File: src/rtl/cbl_pkg.sv
// Shared codes for the control branch logic: COND field values, Tipo selects,
// condition-code-setting ALU ops and PSR flag bit positions.
package cbl_pkg;

    localparam logic [2:0] COND_NEXT   = 3'b000;
    localparam logic [2:0] COND_N      = 3'b001;
    localparam logic [2:0] COND_Z      = 3'b010;
    localparam logic [2:0] COND_V      = 3'b011;
    localparam logic [2:0] COND_C      = 3'b100;
    localparam logic [2:0] COND_IR13   = 3'b101;
    localparam logic [2:0] COND_JUMP   = 3'b110;
    localparam logic [2:0] COND_DECODE = 3'b111;

    localparam logic [1:0] TIPO_NEXT   = 2'b00;
    localparam logic [1:0] TIPO_JUMP   = 2'b01;
    localparam logic [1:0] TIPO_DECODE = 2'b10;

    localparam logic [3:0] ALUOP_ANDCC = 4'b0000;
    localparam logic [3:0] ALUOP_ORCC  = 4'b0001;
    localparam logic [3:0] ALUOP_NORCC = 4'b0010;
    localparam logic [3:0] ALUOP_ADDCC = 4'b0011;

    localparam int FLAG_N = 3;
    localparam int FLAG_Z = 2;
    localparam int FLAG_V = 1;
    localparam int FLAG_C = 0;

    function automatic logic isCcOp(input logic [3:0] aluOp);
        return (aluOp == ALUOP_ANDCC) || (aluOp == ALUOP_ORCC) ||
               (aluOp == ALUOP_NORCC) || (aluOp == ALUOP_ADDCC);
    endfunction

endpackage

File: src/rtl/cbl_psr_reg.sv
// Processor Status Register {N,Z,V,C}: reset, then explicit load, then ALU
// flag capture on a condition-code-setting op, otherwise hold.
module cbl_psr_reg #(
    parameter int DATAWIDTH_FLAGS = 4
) (
    input  logic                       PSRREG_CLOCK_50,
    input  logic                       PSRREG_ResetInHigh_In,
    input  logic                       PSRREG_Load_In,
    input  logic [DATAWIDTH_FLAGS-1:0] PSRREG_Data_InBus,
    input  logic                       PSRREG_CcOp_In,
    input  logic [DATAWIDTH_FLAGS-1:0] PSRREG_Flags_InBus,
    output logic [DATAWIDTH_FLAGS-1:0] PSRREG_PSR_OutBus
);

    logic [DATAWIDTH_FLAGS-1:0] psrReg_p1;

    // stage p1: PSR register, load beats flag capture
    always_ff @(posedge PSRREG_CLOCK_50) begin
        if (PSRREG_ResetInHigh_In) begin
            psrReg_p1 <= '0;
        end else if (PSRREG_Load_In) begin
            psrReg_p1 <= PSRREG_Data_InBus;
        end else if (PSRREG_CcOp_In) begin
            psrReg_p1 <= PSRREG_Flags_InBus;
        end
    end

    assign PSRREG_PSR_OutBus = psrReg_p1;

endmodule

File: src/rtl/cbl_psr.sv
// Control branch logic with PSR: decodes COND against flags/IR13 into Tipo.
// Optional macro CBLPSR_FLAG_BYPASS_EN lets a CC-setting op branch on its own flags.
module cbl_psr
    import cbl_pkg::*;
#(
    parameter int DATAWIDTH_CBL   = 2,
    parameter int DATAWIDTH_COND  = 3,
    parameter int DATAWIDTH_ALUOP = 4,
    parameter int DATAWIDTH_FLAGS = 4
) (
    input  logic                       CBLPSR_CLOCK_50,
    input  logic                       CBLPSR_ResetInHigh_In,
    input  logic [DATAWIDTH_COND-1:0]  CBLPSR_Cond_InBus,
    input  logic [DATAWIDTH_ALUOP-1:0] CBLPSR_ALUOp_InBus,
    input  logic [DATAWIDTH_FLAGS-1:0] CBLPSR_ALUFlags_InBus,
    input  logic                       CBLPSR_IR13_In,
    input  logic                       CBLPSR_PSRLoad_In,
    input  logic [DATAWIDTH_FLAGS-1:0] CBLPSR_PSRData_InBus,
    output logic [DATAWIDTH_CBL-1:0]   CBLPSR_Tipo_OutBus,
    output logic [DATAWIDTH_FLAGS-1:0] CBLPSR_PSR_OutBus,
    output logic                       CBLPSR_JumpTaken_Out
);

    logic                       ccOp_p0;
    logic [DATAWIDTH_FLAGS-1:0] psr_p1;
    logic [DATAWIDTH_FLAGS-1:0] branchFlags_p0;
    logic [DATAWIDTH_CBL-1:0]   tipo_p0;
    logic                       jumpTaken_p1;

    assign ccOp_p0 = isCcOp(CBLPSR_ALUOp_InBus);

    cbl_psr_reg #(
        .DATAWIDTH_FLAGS(DATAWIDTH_FLAGS)
    ) psrReg (
        .PSRREG_CLOCK_50      (CBLPSR_CLOCK_50),
        .PSRREG_ResetInHigh_In(CBLPSR_ResetInHigh_In),
        .PSRREG_Load_In       (CBLPSR_PSRLoad_In),
        .PSRREG_Data_InBus    (CBLPSR_PSRData_InBus),
        .PSRREG_CcOp_In       (ccOp_p0),
        .PSRREG_Flags_InBus   (CBLPSR_ALUFlags_InBus),
        .PSRREG_PSR_OutBus    (psr_p1)
    );

`ifdef CBLPSR_FLAG_BYPASS_EN
    // A load in the same cycle overrides the flags, so the bypass only applies without one.
    assign branchFlags_p0 = (ccOp_p0 && !CBLPSR_PSRLoad_In) ? CBLPSR_ALUFlags_InBus : psr_p1;
`else
    assign branchFlags_p0 = psr_p1;
`endif

    // stage p0: combinational branch decode, sampled downstream on the next edge
    always_comb begin
        tipo_p0 = TIPO_NEXT;
        case (CBLPSR_Cond_InBus)
            COND_NEXT:   tipo_p0 = TIPO_NEXT;
            COND_N:      tipo_p0 = branchFlags_p0[FLAG_N] ? TIPO_JUMP : TIPO_NEXT;
            COND_Z:      tipo_p0 = branchFlags_p0[FLAG_Z] ? TIPO_JUMP : TIPO_NEXT;
            COND_V:      tipo_p0 = branchFlags_p0[FLAG_V] ? TIPO_JUMP : TIPO_NEXT;
            COND_C:      tipo_p0 = branchFlags_p0[FLAG_C] ? TIPO_JUMP : TIPO_NEXT;
            COND_IR13:   tipo_p0 = CBLPSR_IR13_In ? TIPO_JUMP : TIPO_NEXT;
            COND_JUMP:   tipo_p0 = TIPO_JUMP;
            COND_DECODE: tipo_p0 = TIPO_DECODE;
            default:     tipo_p0 = TIPO_NEXT;
        endcase
    end

    // stage p1: remember whether the previous cycle jumped
    always_ff @(posedge CBLPSR_CLOCK_50) begin
        if (CBLPSR_ResetInHigh_In) begin
            jumpTaken_p1 <= 1'b0;
        end else begin
            jumpTaken_p1 <= (tipo_p0 == TIPO_JUMP);
        end
    end

    assign CBLPSR_Tipo_OutBus   = tipo_p0;
    assign CBLPSR_PSR_OutBus    = psr_p1;
    assign CBLPSR_JumpTaken_Out = jumpTaken_p1;

endmodule

File: config.mk
export PLATFORM = sky130hd
export DESIGN_NAME = cbl_psr
export DESIGN_NICKNAME = d
export VERILOG_FILES = /design/src/rtl/cbl_pkg.sv /design/src/rtl/cbl_psr_reg.sv /design/src/rtl/cbl_psr.sv
export SDC_FILE = /design/constraint.sdc
export NUM_CORES = 1
export LEC_CHECK = 0
export BUFFER_PORTS_ARGS = -buffer_cell sky130_fd_sc_hd__buf_4
export CAP_MARGIN = 15
export CORE_AREA = 2 2 39 41
export CTS_CLUSTER_DIAMETER = 120
export DETAILED_ROUTE_END_ITERATION = 7
export DIE_AREA = 0 0 41 43
export PLACE_DENSITY = 0.6
export SLEW_MARGIN = 10
export SYNTH_ARGS = -nofsm -noshare
export SYNTH_HDL_FRONTEND = slang
export SYNTH_SLANG_ARGS = --single-unit
File: constraint.sdc
create_clock -name CBLPSR_CLOCK_50 -period 0.8 [get_ports CBLPSR_CLOCK_50]
set_input_delay 0.04 -clock CBLPSR_CLOCK_50 [delete_from_list [all_inputs] [get_ports CBLPSR_CLOCK_50]]
set_output_delay 0.04 -clock CBLPSR_CLOCK_50 [all_outputs]
set_load 0.01 [all_outputs]
==> flow_metrics.tcl <==
set metrics [dict create \
    htreeDepth 1 \
    grt_pass1_vias 346 \
    syn_nets 47 \
    clk_pin_slew_ps 50 \
    vias 368 \
    violations "negative hold slack, negative setup slack" \
    antenna_found_initial 0 \
    async_flop_share_pct 0 \
    setup-violations-final 7 \
    io_pins 26 \
    syn-instance-count 28 \
    hold_path_class "in -> reg" \
    track_usage_pct 11.85 \
    chipHeight_um 43 \
    worstPathArrival_ps 1100 \
    synth_top_area_share_pct 37.38 \
    period_share_pct 143.1 \
    cp.required_ps 760 \
    worst_pin_slew_ps 433.2 \
    critPathMaxFanout 2 \
    pwr-share-clk_pct 33.4 \
    regArea_sq_um 105.1 \
    fmaxAchievable_ghz 0.8738 \
    slew_headroom_pct 71.10 \
    wl_per_cell_um 11.09 \
    via_per_inst 4.543 \
    area_growth_pct 144.9 \
    rsz0062_at_grt "true" \
    synth_common_cells "dfxtp_1 (5), mux2i_1 (5), a211oi_1 (4), nor2_1 (4)" \
    drive_gt1_share_pct 73.85 \
    ir_drop_mv 0.6895 \
    die_w_um 41 \
    hpwlAfterDp_um 603 \
    final_area_sq_um 655.6 \
    skew_ps 0.8409 \
    clock_path_buffers 2 \
    pwr-share-seq_pct 31.1 \
    r2r_start "psrReg.PSRREG_PSR_OutBus[1]" \
    multiInputGateArea_sq_um 200.2 \
    p_int_uw 672.2 \
    p_sw_share_pct 27.03 \
    syn_area_sq_um 267.8 \
    synth_area_leaders "dfxtp_1 (37%), mux2i_1 (19%), a211oi_1 (11%)" \
    synthXorXnorAreaFrac_pct 0 \
    fp.coreArea_sq_um 1384 \
    grt_max_degree 9 \
    crit_start "psrReg.PSRREG_PSR_OutBus[3]" \
    period_needed_ps 1144 \
    firstDrtPassIters 4 \
    syn_area_per_cell_sq_um 9.563 \
    endpoint_kind "output port" \
    status "finished, violations left" \
    cts_tree "yes" \
    synth-compound-area-share_pct 25.23 \
    drc_errors 0 \
    ys_types 12 \
    synth-seq-area-share_pct 37.38 \
    port_buffers 23 \
    cts_sinks 5 \
    clock_latency_ps 250 \
    hold_viol 2 \
    grt_pass1_wl_um 1386 \
    drv_cap 0 \
    fin_hold_ws_ps -3.851 \
    slew_violations 0 \
    synth_edf_count 0 \
    synthSimpleGateAreaFrac_pct 16.82 \
    pre_cts_ws_ps -144.4 \
    initial_core_util_pct 19.35 \
    gp_congestion 0.6374 \
    power_leakage_nw 0.3165 \
    synthFlopType "dfxtp_1" \
    power_frac_comb_pct 35.6 \
    synthMuxAreaShare_pct 18.69 \
    critPathLaunchType "flip-flop" \
    fillers 147 \
    drtAntennaViolNets 0 \
    synth_top_family_by_area "compound AO/OA/AOI/OAI gates" \
    antenna_cells 0 \
    finalNetCount 85 \
    dpl-instance-area_sq_um 495.5 \
    fin_ws_ps -344.5 \
    numCtsBuffers 3 \
    drt-total-wl_um 898 \
    synth_adder_area_share_pct 0 \
    yosys_warnings 0 \
    power.switching_uw 248.9 \
    grt-ovfl-total 0 \
    drt_iter0_markers 1 \
    rows 14 \
    synth_largest_area_cell "dfxtp_1" \
    clock-root-buffer "clkbuf_4" \
    design.die.area_sq_um 1763 \
    hp-start "CBLPSR_ResetInHigh_In" \
    path_class "reg -> out" \
    powerDensity_nw_per_um2 1405 \
    synth_seq_cells 5 \
]
[placed cells by master, fill, tap and decap left out, types with 2 or more instances in the layout]
cell type / n
a211oi_2: 3
buf_4: 23
buf_6: 7
clkbuf_4: 3
dfxtp_2: 4
dlygate4sd3_1: 2
mux2i_1: 5
nor2_1: 3
[cell type report]
cell class	count	area share, %
Tap cell	16	3.053
Clock buffer	4	4.008
Sequential cell	5	16.03
Timing Repair Buffer	34	46.37
Multi-Input combinational cell	22	30.53
[state kept, by name, summed over array words and instances (netlist names)]
signal                    cells
psrReg.PSRREG_PSR_OutBus      4
CBLPSR_JumpTaken_Out          1
[worst paths after layout]
check / cells past startpoint / end / slack (ps)
hold / removal: 2 / psrReg.PSRREG_PSR_OutBus[1] / -4
setup / recovery: 4 / CBLPSR_Tipo_OutBus[0] / -340
setup reg to reg: 4 / CBLPSR_JumpTaken_Out / -230
hold reg to reg: 3 / psrReg.PSRREG_PSR_OutBus[3] / 630
[power groups by stage]
| stage | Clock (mW) | Sequential [mW] | Combinational (mW) |
|---|---|---|---|
| 2_1_floorplan | 0 | 0.300 | 0.0732 |
| 3_3_place_gp | 0 | 0.286 | 0.232 |
| 3_5_place_dp | 0 | 0.286 | 0.235 |
| 4_1_cts | 0.312 | 0.286 | 0.306 |
| 5_1_grt | 0.347 | 0.288 | 0.352 |
| 6_report | 0.308 | 0.286 | 0.328 |
[metrics by stage]
step	hold WS (ps)	instances	utilization, %	setup TNS, ps	power (mW)
2_1_floorplan	105.3	28	-	-235.7	0.3728
3_3_place_gp	246.7	71	35.80	-209.9	0.5176
3_5_place_dp	248.0	71	35.80	-293.8	0.5211
4_1_cts	137.5	80	45.12	-1043	0.9045
5_1_grt	-10.26	81	47.38	-1186	0.9866
6_report	-3.851	81	47.38	-923.5	0.9212
[what timing repair did]
action,CTS,global route
pin swaps,3,1
buffers inserted,4,2
resized for setup,16,4
hold endpoints to repair,4,1
hold buffers,2,2
endpoints found under the setup margin,7,10
[routing by layer]
layer  wire length, um  share of wire (%)  track usage, %
met4                 0                  0           8.000
met3                93                 10           3.141
met2               448                 50           17.81
met5                 0                  0               0
met1               356                 40           13.83
[logic make-up after synthesis]
logic type	Yosys count
flip-flops	5
multiplexers	5
AND/OR/NAND/NOR	8
buffers and inverters	1
AO/OA/AOI/OAI	9
[worst max-delay path, stage by stage (launching register included)]
cell	delay [ps]
dfxtp_2	310
mux2i_1	160
o221a_4	210
a21oi_2	30
buf_4	150
Note: power is estimated with default switching activity, not from simulation.
